==> src/rtl/lsu_split_if.sv <==
// lsu_split_if: core request/response, memory channel and perf counters of the load/store unit.
// The master modport is the unit's side; slave is the core/memory side.
interface lsu_split_if #(
    parameter int DATA_W = 32,
    parameter int ADDR_W = 32,
    parameter int PERF_W = 32
);
    logic                req_valid, req_ready, req_wen, req_unsigned;
    logic [1:0]          req_size;
    logic [ADDR_W-1:0]   req_addr;
    logic [DATA_W-1:0]   req_wdata;
    logic                resp_valid, resp_fault;
    logic [DATA_W-1:0]   resp_rdata;
    logic [ADDR_W-1:0]   mem_addr;
    logic                mem_read, mem_write, mem_req_ack, mem_rdata_valid, mem_rdata_ack;
    logic [DATA_W-1:0]   mem_wdata, mem_rdata;
    logic [DATA_W/8-1:0] mem_wstrb;
    logic [PERF_W-1:0]   perf_mem_cycles, perf_split;

    modport master (
        input  req_valid, req_wen, req_size, req_unsigned, req_addr, req_wdata,
               mem_req_ack, mem_rdata, mem_rdata_valid,
        output req_ready, resp_valid, resp_rdata, resp_fault, mem_addr, mem_read, mem_write,
               mem_wdata, mem_wstrb, mem_rdata_ack, perf_mem_cycles, perf_split
    );
    modport slave (
        output req_valid, req_wen, req_size, req_unsigned, req_addr, req_wdata,
               mem_req_ack, mem_rdata, mem_rdata_valid,
        input  req_ready, resp_valid, resp_rdata, resp_fault, mem_addr, mem_read, mem_write,
               mem_wdata, mem_wstrb, mem_rdata_ack, perf_mem_cycles, perf_split
    );
endinterface

==> src/rtl/lsu_split_unit.sv <==
// lsu_split_unit: load/store unit with byte strobes, load extension and splitting of
// word-boundary-crossing accesses into two memory beats (or faulting on them).
module lsu_split_unit #(
    parameter int DATA_W         = 32,
    parameter int ADDR_W         = 32,
    parameter int MISALIGN_SPLIT = 1,
    parameter int PERF_W         = 32
) (
    input logic         clk,
    input logic         rst,
    lsu_split_if.master bus
);
    localparam int B  = DATA_W / 8;
    localparam int OB = $clog2(B);
    localparam int B2 = 2 * B;
    typedef enum logic [1:0] {IDLE, REQ, RDW, RESP} state_e;
    state_e              state_q, state_d;
    logic                beat_q, beat_d, wen_q, uns_q, cross_q, fault_q;
    logic [1:0]          size_q;
    logic [ADDR_W-1:0]   addr_q, base;
    logic [DATA_W-1:0]   wdata_q, mdata, res;
    logic [2*DATA_W-1:0] asm_q, wide_data, sh;
    logic [B2-1:0]       wide_strb;
    logic [OB-1:0]       off_q, req_off;
    logic [3:0]          n_q, req_n;
    logic [PERF_W-1:0]   mem_cyc_q, split_q;
    logic                accept, cross_i, illegal_i, fault_i, sign, in_req, last;

    assign req_n     = 4'd1 << bus.req_size;
    assign req_off   = bus.req_addr[OB-1:0];
    assign cross_i   = 5'(req_off) + 5'(req_n) > 5'(B);
    assign illegal_i = bus.req_size > 2'(OB);
    assign fault_i   = illegal_i || (cross_i && MISALIGN_SPLIT == 0);
    assign accept    = bus.req_valid && state_q == IDLE;
    assign off_q     = addr_q[OB-1:0];
    assign n_q       = 4'd1 << size_q;
    assign base      = {addr_q[ADDR_W-1:OB], {OB{1'b0}}};
    assign in_req    = state_q == REQ;
    assign last      = !(cross_q && !beat_q);

    // Store lanes and load extraction both work on a two-beat-wide window.
    always_comb begin
        mdata = '0;
        res   = '0;
        sign  = 1'b0;
        for (int i = 0; i < DATA_W; i++) mdata[i] = (i < 8 * int'(n_q)) ? wdata_q[i] : 1'b0;
        wide_data = {{DATA_W{1'b0}}, mdata} << {off_q, 3'b000};
        wide_strb = B2'((1 << n_q) - 1) << off_q;
        sh        = asm_q >> {off_q, 3'b000};
        for (int i = 0; i < DATA_W; i++) if (i == 8 * int'(n_q) - 1) sign = sh[i];
        for (int i = 0; i < DATA_W; i++) res[i] = (i < 8 * int'(n_q)) ? sh[i] : (sign && !uns_q);
    end

    always_comb begin
        state_d = state_q;
        beat_d  = beat_q;
        case (state_q)
            IDLE: if (accept) begin
                state_d = fault_i ? RESP : REQ;
                beat_d  = 1'b0;
            end
            REQ: if (bus.mem_req_ack) begin
                state_d = !wen_q ? RDW : last ? RESP : REQ;
                beat_d  = beat_q || (wen_q && !last);
            end
            RDW: if (bus.mem_rdata_valid) begin
                state_d = last ? RESP : REQ;
                beat_d  = beat_q || !last;
            end
            default: state_d = IDLE;
        endcase
    end

    assign bus.req_ready       = state_q == IDLE;
    assign bus.mem_read        = in_req && !wen_q;
    assign bus.mem_write       = in_req && wen_q;
    assign bus.mem_addr        = !in_req ? '0 : beat_q ? base + ADDR_W'(B) : base;
    assign bus.mem_wdata       = !(in_req && wen_q) ? '0 : beat_q ? wide_data[2*DATA_W-1:DATA_W] : wide_data[DATA_W-1:0];
    assign bus.mem_wstrb       = !(in_req && wen_q) ? '0 : beat_q ? wide_strb[B2-1:B] : wide_strb[B-1:0];
    assign bus.mem_rdata_ack   = state_q == RDW;
    assign bus.resp_valid      = state_q == RESP;
    assign bus.resp_fault      = state_q == RESP && fault_q;
    assign bus.resp_rdata      = (state_q == RESP && !wen_q && !fault_q) ? res : '0;
    assign bus.perf_mem_cycles = mem_cyc_q;
    assign bus.perf_split      = split_q;

    always_ff @(posedge clk) begin
        if (rst) begin
            state_q   <= IDLE;
            beat_q    <= 1'b0;
            wen_q     <= 1'b0;
            uns_q     <= 1'b0;
            cross_q   <= 1'b0;
            fault_q   <= 1'b0;
            size_q    <= '0;
            addr_q    <= '0;
            wdata_q   <= '0;
            asm_q     <= '0;
            mem_cyc_q <= '0;
            split_q   <= '0;
        end else begin
            state_q <= state_d;
            beat_q  <= beat_d;
            if (accept) begin
                wen_q   <= bus.req_wen;
                uns_q   <= bus.req_unsigned;
                size_q  <= bus.req_size;
                addr_q  <= bus.req_addr;
                wdata_q <= bus.req_wdata;
                cross_q <= cross_i;
                fault_q <= fault_i;
                if (cross_i && MISALIGN_SPLIT != 0 && !illegal_i) split_q <= split_q + 1'b1;
            end
            if (state_q == REQ || state_q == RDW) mem_cyc_q <= mem_cyc_q + 1'b1;
            if (state_q == RDW && bus.mem_rdata_valid) begin
                if (beat_q) asm_q[2*DATA_W-1:DATA_W] <= bus.mem_rdata;
                else asm_q[DATA_W-1:0] <= bus.mem_rdata;
            end
        end
    end
endmodule

==> src/flat_wrapper.sv <==
// flat-port wrapper written by rule: the top's interface ports become plain ports
module lsu_split_unit_flat 
#(
    parameter int DATA_W         = 32,
    parameter int ADDR_W         = 32,
    parameter int MISALIGN_SPLIT = 1,
    parameter int PERF_W         = 32
)
  (clk, rst, bus_req_valid, bus_req_wen, bus_req_size, bus_req_unsigned, bus_req_addr, bus_req_wdata, bus_mem_req_ack, bus_mem_rdata, bus_mem_rdata_valid, bus_req_ready, bus_resp_valid, bus_resp_rdata, bus_resp_fault, bus_mem_addr, bus_mem_read, bus_mem_write, bus_mem_wdata, bus_mem_wstrb, bus_mem_rdata_ack, bus_perf_mem_cycles, bus_perf_split);
  lsu_split_if #(.DATA_W(DATA_W), .ADDR_W(ADDR_W), .PERF_W(PERF_W)) bus_i ();
  input logic clk;
  input logic rst;
  input wire logic [$bits(bus_i.req_valid)-1:0] bus_req_valid;
  input wire logic [$bits(bus_i.req_wen)-1:0] bus_req_wen;
  input wire logic [$bits(bus_i.req_size)-1:0] bus_req_size;
  input wire logic [$bits(bus_i.req_unsigned)-1:0] bus_req_unsigned;
  input wire logic [$bits(bus_i.req_addr)-1:0] bus_req_addr;
  input wire logic [$bits(bus_i.req_wdata)-1:0] bus_req_wdata;
  input wire logic [$bits(bus_i.mem_req_ack)-1:0] bus_mem_req_ack;
  input wire logic [$bits(bus_i.mem_rdata)-1:0] bus_mem_rdata;
  input wire logic [$bits(bus_i.mem_rdata_valid)-1:0] bus_mem_rdata_valid;
  output wire logic [$bits(bus_i.req_ready)-1:0] bus_req_ready;
  output wire logic [$bits(bus_i.resp_valid)-1:0] bus_resp_valid;
  output wire logic [$bits(bus_i.resp_rdata)-1:0] bus_resp_rdata;
  output wire logic [$bits(bus_i.resp_fault)-1:0] bus_resp_fault;
  output wire logic [$bits(bus_i.mem_addr)-1:0] bus_mem_addr;
  output wire logic [$bits(bus_i.mem_read)-1:0] bus_mem_read;
  output wire logic [$bits(bus_i.mem_write)-1:0] bus_mem_write;
  output wire logic [$bits(bus_i.mem_wdata)-1:0] bus_mem_wdata;
  output wire logic [$bits(bus_i.mem_wstrb)-1:0] bus_mem_wstrb;
  output wire logic [$bits(bus_i.mem_rdata_ack)-1:0] bus_mem_rdata_ack;
  output wire logic [$bits(bus_i.perf_mem_cycles)-1:0] bus_perf_mem_cycles;
  output wire logic [$bits(bus_i.perf_split)-1:0] bus_perf_split;
  assign bus_i.req_valid = bus_req_valid;
  assign bus_i.req_wen = bus_req_wen;
  assign bus_i.req_size = bus_req_size;
  assign bus_i.req_unsigned = bus_req_unsigned;
  assign bus_i.req_addr = bus_req_addr;
  assign bus_i.req_wdata = bus_req_wdata;
  assign bus_i.mem_req_ack = bus_mem_req_ack;
  assign bus_i.mem_rdata = bus_mem_rdata;
  assign bus_i.mem_rdata_valid = bus_mem_rdata_valid;
  assign bus_req_ready = bus_i.req_ready;
  assign bus_resp_valid = bus_i.resp_valid;
  assign bus_resp_rdata = bus_i.resp_rdata;
  assign bus_resp_fault = bus_i.resp_fault;
  assign bus_mem_addr = bus_i.mem_addr;
  assign bus_mem_read = bus_i.mem_read;
  assign bus_mem_write = bus_i.mem_write;
  assign bus_mem_wdata = bus_i.mem_wdata;
  assign bus_mem_wstrb = bus_i.mem_wstrb;
  assign bus_mem_rdata_ack = bus_i.mem_rdata_ack;
  assign bus_perf_mem_cycles = bus_i.perf_mem_cycles;
  assign bus_perf_split = bus_i.perf_split;
  lsu_split_unit #(.DATA_W(DATA_W), .ADDR_W(ADDR_W), .MISALIGN_SPLIT(MISALIGN_SPLIT), .PERF_W(PERF_W)) u_core (.clk(clk), .rst(rst), .bus(bus_i));
endmodule
==> config.mk <==
export PLATFORM = sky130hd
export DESIGN_NAME = lsu_split_unit_flat
export DESIGN_NICKNAME = d
export VERILOG_FILES = /design/src/rtl/lsu_split_if.sv /design/src/rtl/lsu_split_unit.sv /design/src/flat_wrapper.sv
export SDC_FILE = /design/constraint.sdc
export NUM_CORES = 1
export LEC_CHECK = 0
export CAP_MARGIN = 25
export CORE_AREA = 2 2 171 131
export DETAILED_ROUTE_END_ITERATION = 6
export DIE_AREA = 0 0 173 133
export GPL_ROUTABILITY_DRIVEN = 0
export PLACE_DENSITY = 0.84
export SYNTH_ARGS = -nofsm -noshare
export SYNTH_HDL_FRONTEND = slang
export SYNTH_SLANG_ARGS = --single-unit
==> constraint.sdc <==
create_clock -name clk -period 4 [get_ports clk]
set_input_delay 0.8 -clock clk [delete_from_list [all_inputs] [get_ports clk]]
set_output_delay 0.8 -clock clk [all_outputs]
set_load 0.005 [all_outputs]
==> results_dict.tcl <==
set metrics [dict create \
    max_cap_viol_count 0 \
    clkLatencyLatePin_ps 440 \
    p_leak_nw 4.77 \
    required_ps 3200 \
    synth_area_per_cell_um2 7.66 \
    ys.flop_type "dfxtp_1" \
    ys_ff_latch 193 \
    cts.repair.resized 0 \
    cp.arrival_ps 2890 \
    synth.distinct_cells 58 \
    clock_sinks 193 \
    placed_cells 1868 \
    setup_viol 0 \
    grt_max_degree 105 \
    die_w_um 173 \
    dr.pass1.iters 6 \
    yosysSeqAreaShare 0.366 \
    vdd.ir_drop.worst_mv 0.240 \
    slew_headroom 0.312 \
    chipHeight_um 133 \
    syn-cell-area_um2 10600 \
    hp-class "reg -> reg" \
    status "finished, final reports clean" \
    drv_slew 0 \
    tns_ps 0 \
    wl_um 33200 \
    period_share 0.923 \
    antenna_found_initial 0 \
    rows 47 \
    grt_usage 0.279 \
    overflow 0 \
    final_cells 1900 \
    worst_setup_path_start_kind "register" \
    core_um2 21500 \
    drc 0 \
    synth_warnings 0 \
    finalPower_mw 5.51 \
    pin_count 275 \
    crit_path_end_kind "output port" \
    fmax_mhz 271 \
    start_util 0.491 \
    cts.clk_slew.worst_paths_ps 80 \
    setup_ws_ps 308 \
    post-route-util 0.654 \
    criticalPathCategory "reg -> out" \
    cts_tree "built" \
    htreeDepth 4 \
    postCtsHoldBufs 0 \
    clock_skew_ps 12.6 \
    hold_violations 0 \
    tightest_slew_ps 1030 \
    vias_per_cell 5.75 \
    synth_edf_count 0 \
    route.vias.total 10900 \
    wl_per_cell_um 17.5 \
    drive_gt1_frac 0.0778 \
    power_density_nw_per_um2 392 \
    place_ws_ps 197 \
    grt_pass1_vias 9994 \
    drtIter0Drc 1137 \
    path_max_fanout 17 \
    async_reset_ff_frac 0 \
    antenna_cells 0 \
    post_cts_buffers 0 \
    finish.net_count 1708 \
    period_needed_ps 3690 \
    syn_inst 1379 \
    ctsRootBufferMaster "clkbuf_16" \
    hpwl_um 23500 \
    clock_path_buffers 2 \
    io_buffers 272 \
    die_area_um2 23000 \
    rsz0062_at_grt "no" \
    grt_pass1_wl_um 52300 \
    drtAntennaViolNets 0 \
    syn_to_final_growth_pct 33.2 \
    numCtsBuffers 17 \
]
[state kept, by name, summed over array words and instances, names as in the netlist]
name                        flops
u_core.wdata_q                 32
u_core.fault_q                  1
u_core.beat_q                   1
u_core.cross_q                  1
u_core.asm_q                   56
u_core.bus.perf_mem_cycles     32
u_core.state_q                  2
u_core.wen_q                    1
u_core.size_q                   2
u_core.bus.perf_split          32
u_core.addr_q                  32
u_core.uns_q                    1
[where the power goes]
group,switching (mW),internal (mW)
Clock,0.906,0.869
Combinational,0.766,0.612
Sequential,0.250,2.11
[metal layers]
layer	vias up	track usage	wire [um]
li1	5138	-	-
met1	5137	0.384	14400
met2	594	0.433	15100
met3	59	0.0704	3010
met4	0	0.0829	707
met5	-	0	0
[stage by stage]
step / area, um^2 / hold WS, ps
final: 14100 / 459
after global routing: 14100 / 478
after CTS: 14100 / 462
after detailed placement: 13500 / 448
after global placement: 13500 / 441
after floorplan: 10600 / 433
[worst max-delay path, stage by stage (launching register included)]
cell,delay (ps)
dfxtp_1,440
nand4_2,210
or4_4,720
nor4_2,330
xnor2_1,100
nor2_1,100
clkdlybuf4s50_1,560
[layout by cell type, fill, tap and decap left out, drive strengths merged, types with 20 or more instances in the layout]
| cell | count |
|---|---|
| a21oi | 166 |
| and3 | 26 |
| buf | 24 |
| clkdlybuf4s50 | 271 |
| dfxtp | 193 |
| inv | 30 |
| mux2 | 20 |
| mux4 | 28 |
| nand2 | 304 |
| nand3 | 41 |
| nand4 | 39 |
| nor2 | 183 |
| nor3 | 22 |
| o21ai | 26 |
| xnor2 | 22 |
| xor2 | 59 |
[cells in the mapped netlist (7+ instances only)]
cell | n | area share
xor2_1 | 59 | 0.049
nand4_1 | 38 | 0.023
dfxtp_1 | 193 | 0.37
clkbuf_1 | 79 | 0.028
xnor2_1 | 22 | 0.018
mux2_2 | 17 | 0.018
and3_1 | 26 | 0.015
o21ai_0 | 19 | 0.0090
nor3_1 | 13 | 0.0062
mux4_2 | 28 | 0.060
buf_2 | 10 | 0.0047
a211oi_1 | 17 | 0.012
nor3_2 | 9 | 0.0085
nand3_1 | 41 | 0.019
and4_1 | 8 | 0.0066
a2bb2oi_1 | 8 | 0.0066
inv_1 | 19 | 0.0068
ha_1 | 9 | 0.011
and2_1 | 14 | 0.0083
mux2i_1 | 7 | 0.0066
a21oi_1 | 166 | 0.079
or3_1 | 10 | 0.0059
buf_1 | 8 | 0.0028
o21ai_1 | 7 | 0.0033
nand2_1 | 303 | 0.11
a32oi_1 | 8 | 0.0066
nor2_1 | 183 | 0.065
a22oi_1 | 9 | 0.0064
[final timing paths]
kind / start / to / slack [ps] / cells after the start
worst max-delay path: u_core.addr_q[6] / bus_mem_addr[28] / 310 / 6
worst min-delay path: u_core.asm_q[55] / u_core.asm_q[55] / 460 / 2
worst max register to register: u_core.state_q[0] / u_core.bus.perf_mem_cycles[31] / 1380 / 7
worst min register to register: u_core.asm_q[55] / u_core.asm_q[55] / 460 / 2
[area by class of cell]
class	count	area, um^2
multi-input cells	1065	6210
clock inverters	15	193
well taps	294	368
fillers	1807	7450
inverters	21	78.8
clock buffers	17	425
repair buffers	295	2920
flip-flops and latches	193	3870
[logic make-up after synthesis]
| group | after synthesis | synth area share |
|---|---|---|
| and+or+nand+nor | 673 | 0.288 |
| adders and majority gates | 10 | 0.0126 |
| other | 1 | 0.000355 |
| muxes | 55 | 0.0876 |
| DFF | 193 | 0.366 |
| buffers and inverters | 122 | 0.0470 |
| AOI/OAI and AO/OA | 244 | 0.132 |
| xor gates and xnor gates | 81 | 0.0671 |
Power figures use the tool's default switching activity.
